==> src/rtl/regfile_arb_pkg.sv <==
// rtl/regfile_arb_pkg.sv - shared register-file read-port constants and types
package regfile_arb_pkg;

    localparam int REG_ADDR_W = 5;
    localparam int DATA_W     = 64;
    localparam int NUM_REGS   = 32;
    localparam logic [REG_ADDR_W-1:0] XZR_ADDR = 5'd31;

    typedef logic [REG_ADDR_W-1:0] reg_addr_t;
    typedef logic [DATA_W-1:0]     reg_data_t;

    function automatic logic is_xzr(input reg_addr_t addr);
        return addr == XZR_ADDR;
    endfunction

endpackage

==> src/rtl/regfile_read_arbiter_rr_arbiter.sv <==
// rtl/regfile_read_arbiter_rr_arbiter.sv - round-robin one-hot arbiter with encoded grant index
module rr_arbiter #(
    parameter int NUM_REQ = 4,
    parameter int ID_W    = $clog2(NUM_REQ)
) (
    input  logic [NUM_REQ-1:0] req,
    input  logic [ID_W-1:0]    ptr,
    output logic [NUM_REQ-1:0] grant,
    output logic [ID_W-1:0]    grant_idx,
    output logic               grant_any
);

    logic [ID_W-1:0] idx;

    // Walk from farthest to nearest so the candidate closest to ptr is written last and wins.
    always_comb begin
        grant     = '0;
        grant_idx = '0;
        grant_any = 1'b0;
        idx       = '0;
        for (int k = NUM_REQ - 1; k >= 0; k--) begin
            idx = ID_W'((int'(ptr) + k) % NUM_REQ);
            if (req[idx]) begin
                grant      = '0;
                grant[idx] = 1'b1;
                grant_idx  = idx;
                grant_any  = 1'b1;
            end
        end
    end

endmodule

==> src/rtl/regfile_read_arbiter.sv <==
// rtl/regfile_read_arbiter.sv - round-robin sharing of the register-file read port
// Optional feature: REGFILE_ARB_XZR_EN (address 31 returns zero without using the port).
module regfile_read_arbiter
    import regfile_arb_pkg::*;
#(
    parameter int NUM_REQ = 4,
    parameter int ID_W    = $clog2(NUM_REQ)
) (
    input  logic                           clk,
    input  logic                           reset,
    input  logic [NUM_REQ-1:0]             req_valid,
    input  logic [NUM_REQ*REG_ADDR_W-1:0]  req_addr,
    output logic [NUM_REQ-1:0]             req_ready,
    output reg_addr_t                      rd_sel,
    input  reg_data_t                      rd_data,
    output logic                           rsp_valid,
    output logic [ID_W-1:0]                rsp_id,
    output reg_data_t                      rsp_data,
    output logic                           busy
);

    logic [ID_W-1:0]    rr_ptr;
    logic [ID_W-1:0]    ptr_next;
    logic [NUM_REQ-1:0] arb_req;
    logic [NUM_REQ-1:0] grant;
    logic [ID_W-1:0]    grant_idx;
    logic               grant_any;
    logic               grant_xzr;
    reg_addr_t          grant_addr;
    reg_addr_t          sel_q;

    // Nothing is accepted while reset is held, so no request is lost into a cleared pipeline.
    assign arb_req = reset ? '0 : req_valid;

    rr_arbiter #(
        .NUM_REQ (NUM_REQ),
        .ID_W    (ID_W)
    ) u_rr_arbiter (
        .req       (arb_req),
        .ptr       (rr_ptr),
        .grant     (grant),
        .grant_idx (grant_idx),
        .grant_any (grant_any)
    );

    always_comb begin
        grant_addr = '0;
        for (int i = 0; i < NUM_REQ; i++) begin
            if (grant[i]) begin
                grant_addr = req_addr[i*REG_ADDR_W +: REG_ADDR_W];
            end
        end
    end

`ifdef REGFILE_ARB_XZR_EN
    assign grant_xzr = grant_any && is_xzr(grant_addr);
`else
    assign grant_xzr = 1'b0;
`endif

    assign req_ready = grant;
    assign busy      = |req_valid;
    assign rd_sel    = (grant_any && !grant_xzr) ? grant_addr : sel_q;
    assign ptr_next  = (grant_idx == ID_W'(NUM_REQ - 1)) ? '0 : grant_idx + 1'b1;

    always_ff @(posedge clk or posedge reset) begin
        if (reset) begin
            rr_ptr    <= '0;
            sel_q     <= '0;
            rsp_valid <= 1'b0;
            rsp_id    <= '0;
            rsp_data  <= '0;
        end else begin
            rsp_valid <= grant_any;
            if (grant_any) begin
                rr_ptr   <= ptr_next;
                rsp_id   <= grant_idx;
                rsp_data <= grant_xzr ? '0 : rd_data;
                if (!grant_xzr) begin
                    sel_q <= grant_addr;
                end
            end
        end
    end

endmodule

==> config.mk <==
export PLATFORM = sky130hd
export DESIGN_NAME = regfile_read_arbiter
export DESIGN_NICKNAME = d
export VERILOG_FILES = /design/src/rtl/regfile_arb_pkg.sv /design/src/rtl/regfile_read_arbiter_rr_arbiter.sv /design/src/rtl/regfile_read_arbiter.sv
export SDC_FILE = /design/constraint.sdc
export NUM_CORES = 1
export LEC_CHECK = 0
export BUFFER_PORTS_ARGS = -buffer_cell sky130_fd_sc_hd__buf_2
export CAP_MARGIN = 20
export CORE_MARGIN = 5
export CORE_UTILIZATION = 47
export CTS_CLUSTER_SIZE = 24
export DETAILED_ROUTE_END_ITERATION = 16
export MAX_ROUTING_LAYER = met4
export PLACE_DENSITY = 0.8
export SYNTH_ARGS = -nofsm -noshare
export SYNTH_HDL_FRONTEND = slang
export SYNTH_SLANG_ARGS = --single-unit
==> constraint.sdc <==
create_clock -name clk -period 13.05 [get_ports clk]
set_input_delay 2.61 -clock clk [delete_from_list [all_inputs] [get_ports clk]]
set_output_delay 2.61 -clock clk [all_outputs]
set_load 0.05 [all_outputs]
# After elaboration in Yosys (flattened, before gate mapping)
# Cells that the tools add are included.
[word_totals] ff_bits=74 word_cells=58 out_inout_bits=77
[op_classes] n_eq_ne=1 magnitude_cmp=8 addsub=4 muxes=35 n_reduce_logical=5
[op_table] operator="2-to-1 mux 5 bit" count=5
[op_table] operator="2-to-1 mux 4 bit" count=5
[op_table] operator="less-than comparator 2 x 3 -> 1 bit (second input constant)" count=4
[op_table] operator="2-to-1 mux 1 bit" count=12
[op_table] operator="2-to-1 mux 2 bit" count=5
[op_table] operator="binary-select mux 1 bit (select 2 bit)" count=4
[op_table] operator="demux 1 bit (select 2 bit)" count=4
[op_table] operator="greater-or-equal comparator 2 x 1 -> 1 bit (second input constant)" count=4
[op_table] operator="adder 2 x 1 -> 2 bit (second input constant)" count=2
[op_table] operator="adder 2 bit (second input constant)" count=2
[op_table] operator="logical AND 1 bit" count=4
[op_table] operator="OR reduction 4 bit" count=1
[op_table] operator="== test 2 bit (second input constant)" count=1

# Longest topological paths before layout
# Gate-level depths: netlist of run 1.
[depth] depth_word=14 mapped_depth=13

# Hierarchy
# A second synthesis of run 1 with hierarchy kept.
[unflattened] hier_cells=249 area_unflattened_um2=3430.8
[modules_own_cells] module="regfile_read_arbiter" cells_per_inst=188 instances=1 area_per_inst_um2=2921.6
[modules_own_cells] module="rr_arbiter" cells_per_inst=61 instances=1 area_per_inst_um2=509.2

# Worst setup path after synthesis of run 1
# Ideal clock, no wire load.
[synth_timing] path_type="input -> output" start="input port reset" end="output port rd_sel[4]" arrival_ns=6.872 t_required_ns=10.440 setup_slack_ns=3.568 stages=8 cell_sequence="buf_2 -> inv_1 -> nand2_1 -> nand2_1 -> o22ai_1 -> a21oi_1 -> and3_1 -> a2bb2oi_1"
[synth_via] elab_chain_cells=12 word_cells_on_any_way=22
[synth_rtl] element="start, declared" line_no="regfile_read_arbiter.sv:10" rtl="input logic reset,"
[synth_rtl] element="2-to-1 mux 4 bit (*)" line_no="regfile_read_arbiter.sv:33" rtl="assign arb_req = reset ? '0 : req_valid;"
[synth_rtl] element="binary-select mux 1 bit (select 2 bit)" line_no="regfile_read_arbiter_rr_arbiter.sv:23" rtl="if (req[idx]) begin"
[synth_rtl] element="2-to-1 mux 1 bit (not written as such)" line_no="regfile_read_arbiter_rr_arbiter.sv:23"
[synth_rtl] element="2-to-1 mux 4 bit (3 in a row)" line_no="regfile_read_arbiter_rr_arbiter.sv:23"
[synth_rtl] element="2-to-1 mux 4 bit (*)" line_no="regfile_read_arbiter_rr_arbiter.sv:23"
[synth_rtl] element="via req_ready[0]" line_no="regfile_read_arbiter.sv:13" rtl="output logic [NUM_REQ-1:0] req_ready,"
[synth_rtl] element="2-to-1 mux 5 bit (*) (4 in a row)" line_no="regfile_read_arbiter.sv:49" rtl="if (grant[i]) begin"
[synth_rtl] element="2-to-1 mux 5 bit (*)"
[synth_rtl] element="end, declared" line_no="regfile_read_arbiter.sv:14" rtl="output reg_addr_t rd_sel,"
# Mark *: on every way through the listed nets, which the timed path passes. The rest lies on a longest branch. The select of a mux whose other input is x is not followed.

# Worst setup path in the final report of run 1
[layout_timing] start="input port reset" end="output port rd_sel[4]"
[layout_via] elab_chain_cells=12 word_cells_on_any_way=22
[layout_rtl] element="2-to-1 mux 4 bit (*)" line_no="regfile_read_arbiter.sv:33"
[layout_rtl] element="binary-select mux 1 bit (select 2 bit)" line_no="regfile_read_arbiter_rr_arbiter.sv:23"
[layout_rtl] element="2-to-1 mux 1 bit (not written as such)" line_no="regfile_read_arbiter_rr_arbiter.sv:23"
[layout_rtl] element="2-to-1 mux 4 bit (4 in a row)" line_no="regfile_read_arbiter_rr_arbiter.sv:23"
[layout_rtl] element="2-to-1 mux 5 bit (4 in a row)" line_no="regfile_read_arbiter.sv:49"
[layout_rtl] element="2-to-1 mux 5 bit (*)"
# Mark *: on every way between the ends. The rest lies on a longest branch, timed or not. The select of a mux whose other input is x is not followed.

==> results of run 1 <==
[cell usage in the layout (no fill, tap or decap), types with 2 or more instances in the layout]
cell type  synthesis  layout
a21oi_1            9       9
a22oi_1            5       5
a2bb2oi_2          4       4
and2_1             2       2
and3_1             5       5
buf_2              8     166
buf_4              0       2
clkbuf_8           0       9
clkinv_2           0       3
dfrtp_1           74      74
ha_1               8       8
inv_1             13      11
mux2_2             2       2
mux2i_1            6       6
mux4_2             2       2
nand2_1          203     202
nand2b_1           3       3
nand3b_1           2       2
nand4_1            2       2
nor2_1             8       8
nor2b_1            2       2
nor3_1             3       3
nor4_1             2       2
o211ai_1           4       4
o211ai_2           4       4
o21ai_0            8       8
o21ai_1            4       4
o22ai_1            4       4
or2_2              2       2
or3b_1             2       2
[per-stage QoR]
step | std cells | cell area [um2] | util, % | setup WS, ns | hold slack (ns)
6_report | 689 | 4752 | 61.50 | 5.191 | 0.4715
5_1_grt | 689 | 4752 | 61.50 | 5.037 | 0.4946
4_1_cts | 688 | 4750 | 61.46 | 5.254 | 0.4769
3_5_place_dp | 672 | 4557 | 58.97 | 5.252 | 0.4567
3_3_place_gp | 672 | 4557 | 58.97 | 5.363 | 0.4544
2_1_floorplan | 429 | 3722 | - | 3.568 | 0.7444
[sequential cells by signal, indices dropped and copies added (netlist names)]
signal / flops
sel_q: 5
rsp_id: 2
rr_ptr: 2
rsp_data: 64
rsp_valid: 1
[path summary, 6_finish.rpt]
check                      slack [ns]                startpoint                       end
setup / recovery                 5.19                     reset                 rd_sel[4]
hold / removal                   0.47  rsp_data[28]$_DFFE_PP0N_  rsp_data[28]$_DFFE_PP0N_
setup reg to reg                 9.02     rr_ptr[0]$_DFFE_PP0N_        sel_q[4]$_DFF_PP0_
hold reg to reg                  0.47  rsp_data[28]$_DFFE_PP0N_  rsp_data[28]$_DFFE_PP0N_
max in group asynchronous        9.65                     reset  rsp_data[49]$_DFFE_PP0N_
min in group asynchronous        2.34                     reset        sel_q[3]$_DFF_PP0_
[final cells by class]
cell class / instances / area, um2
Tap cell: 102 / 127.6
Multi-Input combinational cell: 315 / 1682
Fill cell: 684 / 2975
Clock inverter: 6 / 65.06
Inverter: 13 / 50.05
Sequential cell: 74 / 1852
Antenna cell: 1 / 2.502
Timing Repair Buffer: 168 / 845.8
Clock buffer: 10 / 127.6
[kinds of logic (layout without fill, tap and decap cells)]
logic type / Yosys count / in the layout
AND/OR/NAND/NOR: 239 / 239
buffers and inverters: 40 / 197
flip-flops: 74 / 74
multiplexers: 10 / 10
XOR/XNOR: 1 / 1
AO/OA/AOI/OAI: 57 / 57
adder cells (fa/ha/maj): 8 / 8
other: 0 / 1
[metal layers]
layer  global-route usage [%]  part of all wire, %  up-vias
li1                         -                    -     1699
met1                    25.51                   43     1575
met2                    32.54                   47      158
met3                    4.529                  8.7       16
met4                    8.088                  1.6        0
met5                        -                    0        -
[critical path, cell delays in order]
cell and delay [ns]:
buf_2 0.20, or2_2 0.35, o22ai_2 0.37, o21ai_0 0.19
o22ai_1 0.72, and3_1 0.28, a2bb2oi_1 0.23, buf_2 0.30
[where the power goes]
| part | total, W | internal, W | switching, W |
|---|---|---|---|
| clock | 0.000173 | 0.0000888 | 0.0000843 |
| combinational | 0.000497 | 0.000152 | 0.000344 |
| sequential | 0.000293 | 0.000262 | 0.0000310 |
==> results.cfg, run 1 <==
[logic_synthesis]
synth_cell_types = 50
async_flop_share_pct = 100.0
synth_cells = 429
synth_common_cells = nand2_1, dfrtp_1, inv_1
syn_nets = 527
yosys_warnings = 0
synth_area_mm2 = 0.003722
synthSimpleGateAreaFrac_pct = 26.42
seq_area_frac_synth_pct = 49.75
synth_top_area_share_pct = 49.75
synth-edff-count = 0
synth_compound_gate_area_share_pct = 12.34
ys_ff_latch = 74
synth_mux_area_share_pct = 3.429
synth.largest_area_cell = dfrtp_1
ys.flop_type = dfrtp_1
synth_top_family_by_area = simple AND/OR/NAND/NOR gates
synthAdderAreaFrac_pct = 2.689
yosys-top-cells-area = dfrtp_1, nand2_1, ha_1, mux2i_1, a2bb2oi_2
yosysMostFrequentCell = nand2_1
synth-xor-area-share_pct = 0.2353
syn_avg_cell_area_um2 = 8.677

[sta]
worst_pin_slew_ns = 1.013
relSlewSlack_pct = 32.37
hold_viol = 0
finalMaxSlewViolations = 0
fmax_ghz = 0.1273
fin_skew_ns = 0.006166
post-route-period-util_pct = 60.22
setup_viol = 0
rsz0062_at_grt = no
fin_tns_setup_ns = 0
finalCriticalPeriod_ns = 7.859

[power]
ir_drop_mv = 0.09749
power_density_mw_per_mm2 = 202.7
total_power_w = 0.0009633
leakagePower_nw = 2.666

[clock_network]
cts_made_buffers = 9
hold_buffers = 0
clk_latency_ns = 0.33
cts_buffer_depth = 2
root_buffer = clkbuf_8
cts_resized = 0
cts_setup_buffers = 0
clock_sinks = 74
clk_pin_slew_ns = 0.07
cts_htree_levels = 3
cts_tree = done

[layout]
drive_above_1_share_pct = 35.49
final_nets = 679
area_growth_pct = 27.66

[detailed_routing]
drt_wl_total_mm = 10.03
viasPerCell = 5.004
remaining_drc_errors = 0
wl_per_cell_um = 14.55
antenna_left = 0
drt_first_iter_violations = 275
dr.pass1.iters = 4
dr_total_vias = 3448

[floorplanning]
num_rows = 32
core_mm2 = 0.007727
io_pins = 167
start_util_pct = 48.17
floorplan.die_area_mm2 = 0.009800
die_h_um = 99.00
chipWidth_um = 99.00

[setup_path]
required_ns = 10.44
crit_arrival_ns = 5.25
cp_max_fo = 18
endpoint_kind = primary output
critical_path_class = in -> out
crit_path_start_kind = input pin
rr_worst_depth = 8

[global_routing]
grt_max_degree = 75
first_global_vias = 3470
antenna_found_initial = 1
track_usage_pct = 20.50
grt_pass1_wl_mm = 15.86
grt_overflow = 0

[placed_design]
io_buffer_count = 166
dp_hpwl_mm = 7.346
place_congestion = 0.9780

[min_path]
hold_path_depth = 2
hold_class = reg -> reg

[run_status]
status = completed

[flow_run]
cap_violations = 0
(Power assumes the default switching activity.)
==> run 2: changes to the inputs <==
Clock period 13.05 ns to 7.8 ns, I/O delays scaled along.
==> run 2 against run 1 <==
  * Sequential share of layout area fell by 0.32 points
  * Clock power rose by 81%
  * Cell count rose by 0.15%
  * Critical path depth rose by 1
  * Flip-flop and latch count did not move
  * Utilization rose by 0.50 points
  * Global-route usage rose by 0.20 points
  * First-iteration DRC count fell by 2.9%
  * Worst hold slack improved by 0.0049 ns
  * Total power rose by 70%
  * Clock skew barely moved
  * Critical path type is now reg -> out
  * Largest cell class unchanged
  * Largest power group unchanged
==> results.cfg, run 2 (same netlist as run 1, synthesis figures left out) <==
[clock_network]
cts_buffer_depth = 2
clk_latency_ns = 0.34
clock_sinks = 74
hold_buffers = 0
clk_pin_slew_ns = 0.08
cts_resized = 0
cts_setup_buffers = 0
cts_made_buffers = 9
root_buffer = clkbuf_8
cts_htree_levels = 3
cts_tree = done

[setup_path]
worst_path_largest_cell_delay_ns = 0.88
critical_path_class = reg -> out
critical_path.slowest_cell = dfrtp_1
crit_arrival_ns = 4.53
crit_buf_inv = 2
cp_max_fo = 22
r2r_slack_ns = 3.83
rr_worst_depth = 8
required_ns = 6.24
crit_path_start_kind = flip-flop
cp_cell_sequence = inv_1 -> ha_1 -> or2_2 -> o22ai_2 -> o21ai_0 -> o22ai_1 -> and3_1 -> a2bb2oi_1 -> buf_2
crit_cells = 9
crit_family = compound AO/OA/AOI/OAI gates
endpoint_kind = primary output

[layout]
final_nets = 680
largest_register_ff_count = 64
largestRegisters = rsp_data x64, sel_q x5
post-route-util_pct = 62.00
design_area_mm2 = 0.004791
layout.cells.non_filler = 690
final_cell_mix = nand2_1, buf_2, dfrtp_1, inv_1, clkbuf_8
final_common_cell = nand2_1
drive_above_1_share_pct = 35.78
largest-register = rsp_data
area_growth_pct = 28.71

[detailed_routing]
wl_per_cell_um = 14.80
dr.pass1.iters = 4
drt_wl_total_mm = 10.21
viasPerCell = 5.048
dr_total_vias = 3483
remaining_drc_errors = 0
drt_first_iter_violations = 267
antenna_left = 0

[global_routing]
antenna_found_initial = 1
grt_pass1_wl_mm = 16.12
grt_overflow = 0
grt_max_degree = 67
track_usage_pct = 20.70
first_global_vias = 3344

[sta]
fmax_ghz = 0.1642
finalMaxSlewViolations = 0
worst_pin_slew_ns = 0.9046
post-route-period-util_pct = 78.07
fin_skew_ns = 0.006043
setup_ws_ns = 1.711
setup_viol = 0
relSlewSlack_pct = 39.69
finalCriticalPeriod_ns = 6.089
rsz0062_at_grt = no
fin_tns_setup_ns = 0
hold_viol = 0

[power]
clock_power_share_pct = 19.1
p_int_w = 0.0008558
seqPwrFrac_pct = 29.9
power_density_mw_per_mm2 = 342.0
pwr-share-comb_pct = 51.0
switching_share_pct = 47.76
ir_drop_mv = 0.1880
leakagePower_nw = 2.679
netSwitchingPower_w = 0.0007825

[placed_design]
io_buffer_count = 166
dp_hpwl_mm = 7.483
dp_cells = 672
postPlaceCellArea_mm2 = 0.004557
place_congestion = 0.9574
post-place-ws_ns = 2.114

[floorplanning]
num_rows = 32
die_h_um = 99.00
core_mm2 = 0.007727
start_util_pct = 48.17
chipWidth_um = 99.00
io_pins = 167
floorplan.die_area_mm2 = 0.009800

[run_status]
status = completed

[flow_run]
cap_violations = 0

[min_path]
hold_path_depth = 2
hold_class = reg -> reg
## run 2: cell types whose count changed in the layout (fill, tap and decap cells not counted), sizes merged
cell / previous run / this run
clkinv: 4 / 2
inv: 13 / 14
clkinvlp: 1 / 2
buf: 168 / 169
## run 2: metal layers
layer  track usage, %  part of all wire [%]  up-vias
li1                 -                     -     1695
met1            27.43                    43     1619
met2            32.08                    47      155
met3            4.034                   8.2       14
met4            6.723                   1.7        0
met5                -                     0        -
## run 2: final timing paths
path	to	start
hold / removal	rsp_data[0]$_DFFE_PP0N_	rsp_data[0]$_DFFE_PP0N_
hold reg to reg	rsp_data[0]$_DFFE_PP0N_	rsp_data[0]$_DFFE_PP0N_
max in group asynchronous	rsp_data[48]$_DFFE_PP0N_	reset
min in group asynchronous	rsp_id[1]$_DFFE_PP0N_	reset
setup / recovery	rd_sel[4]	rr_ptr[0]$_DFFE_PP0N_
setup reg to reg	sel_q[4]$_DFF_PP0_	rr_ptr[0]$_DFFE_PP0N_
## run 2: worst reg2reg max path, cell delays in order, from the launching register on
cell and delay (ns):
dfrtp_1 0.88, inv_1 0.35, ha_1 0.55, or2_2 0.38, o22ai_2 0.36, o21ai_0 0.16
o22ai_1 0.72, and3_1 0.27, a2bb2oi_1 0.22
## run 2: cell type report
| class | count | area (um2) |
|---|---|---|
| clock inverter | 6 | 73.82 |
| sequential | 74 | 1852 |
| tap | 102 | 127.6 |
| inverter | 13 | 50.05 |
| antenna | 1 | 2.502 |
| clock buffer | 10 | 137.6 |
| fill | 672 | 2937 |
| timing repair buffer | 169 | 865.8 |
| multi-input combinational | 315 | 1682 |
## run 2: power by group through the flow
stage	clock network (W)	logic, W	registers [W]
finish	0.000313	0.000835	0.000490
global route	0.000335	0.000892	0.000498
CTS	0.000320	0.000833	0.000489
detailed placement	0	0.000832	0.000495
global placement	0	0.000822	0.000495
floorplan	0	0.000546	0.000618
## run 2: stage by stage
step / hold WS [ns] / power (W)
after floorplan: 0.7444 / 0.001164
after global placement: 0.4520 / 0.001317
after detailed placement: 0.4572 / 0.001327
after CTS: 0.4790 / 0.001642
after global routing: 0.4973 / 0.001725
final: 0.4764 / 0.001638
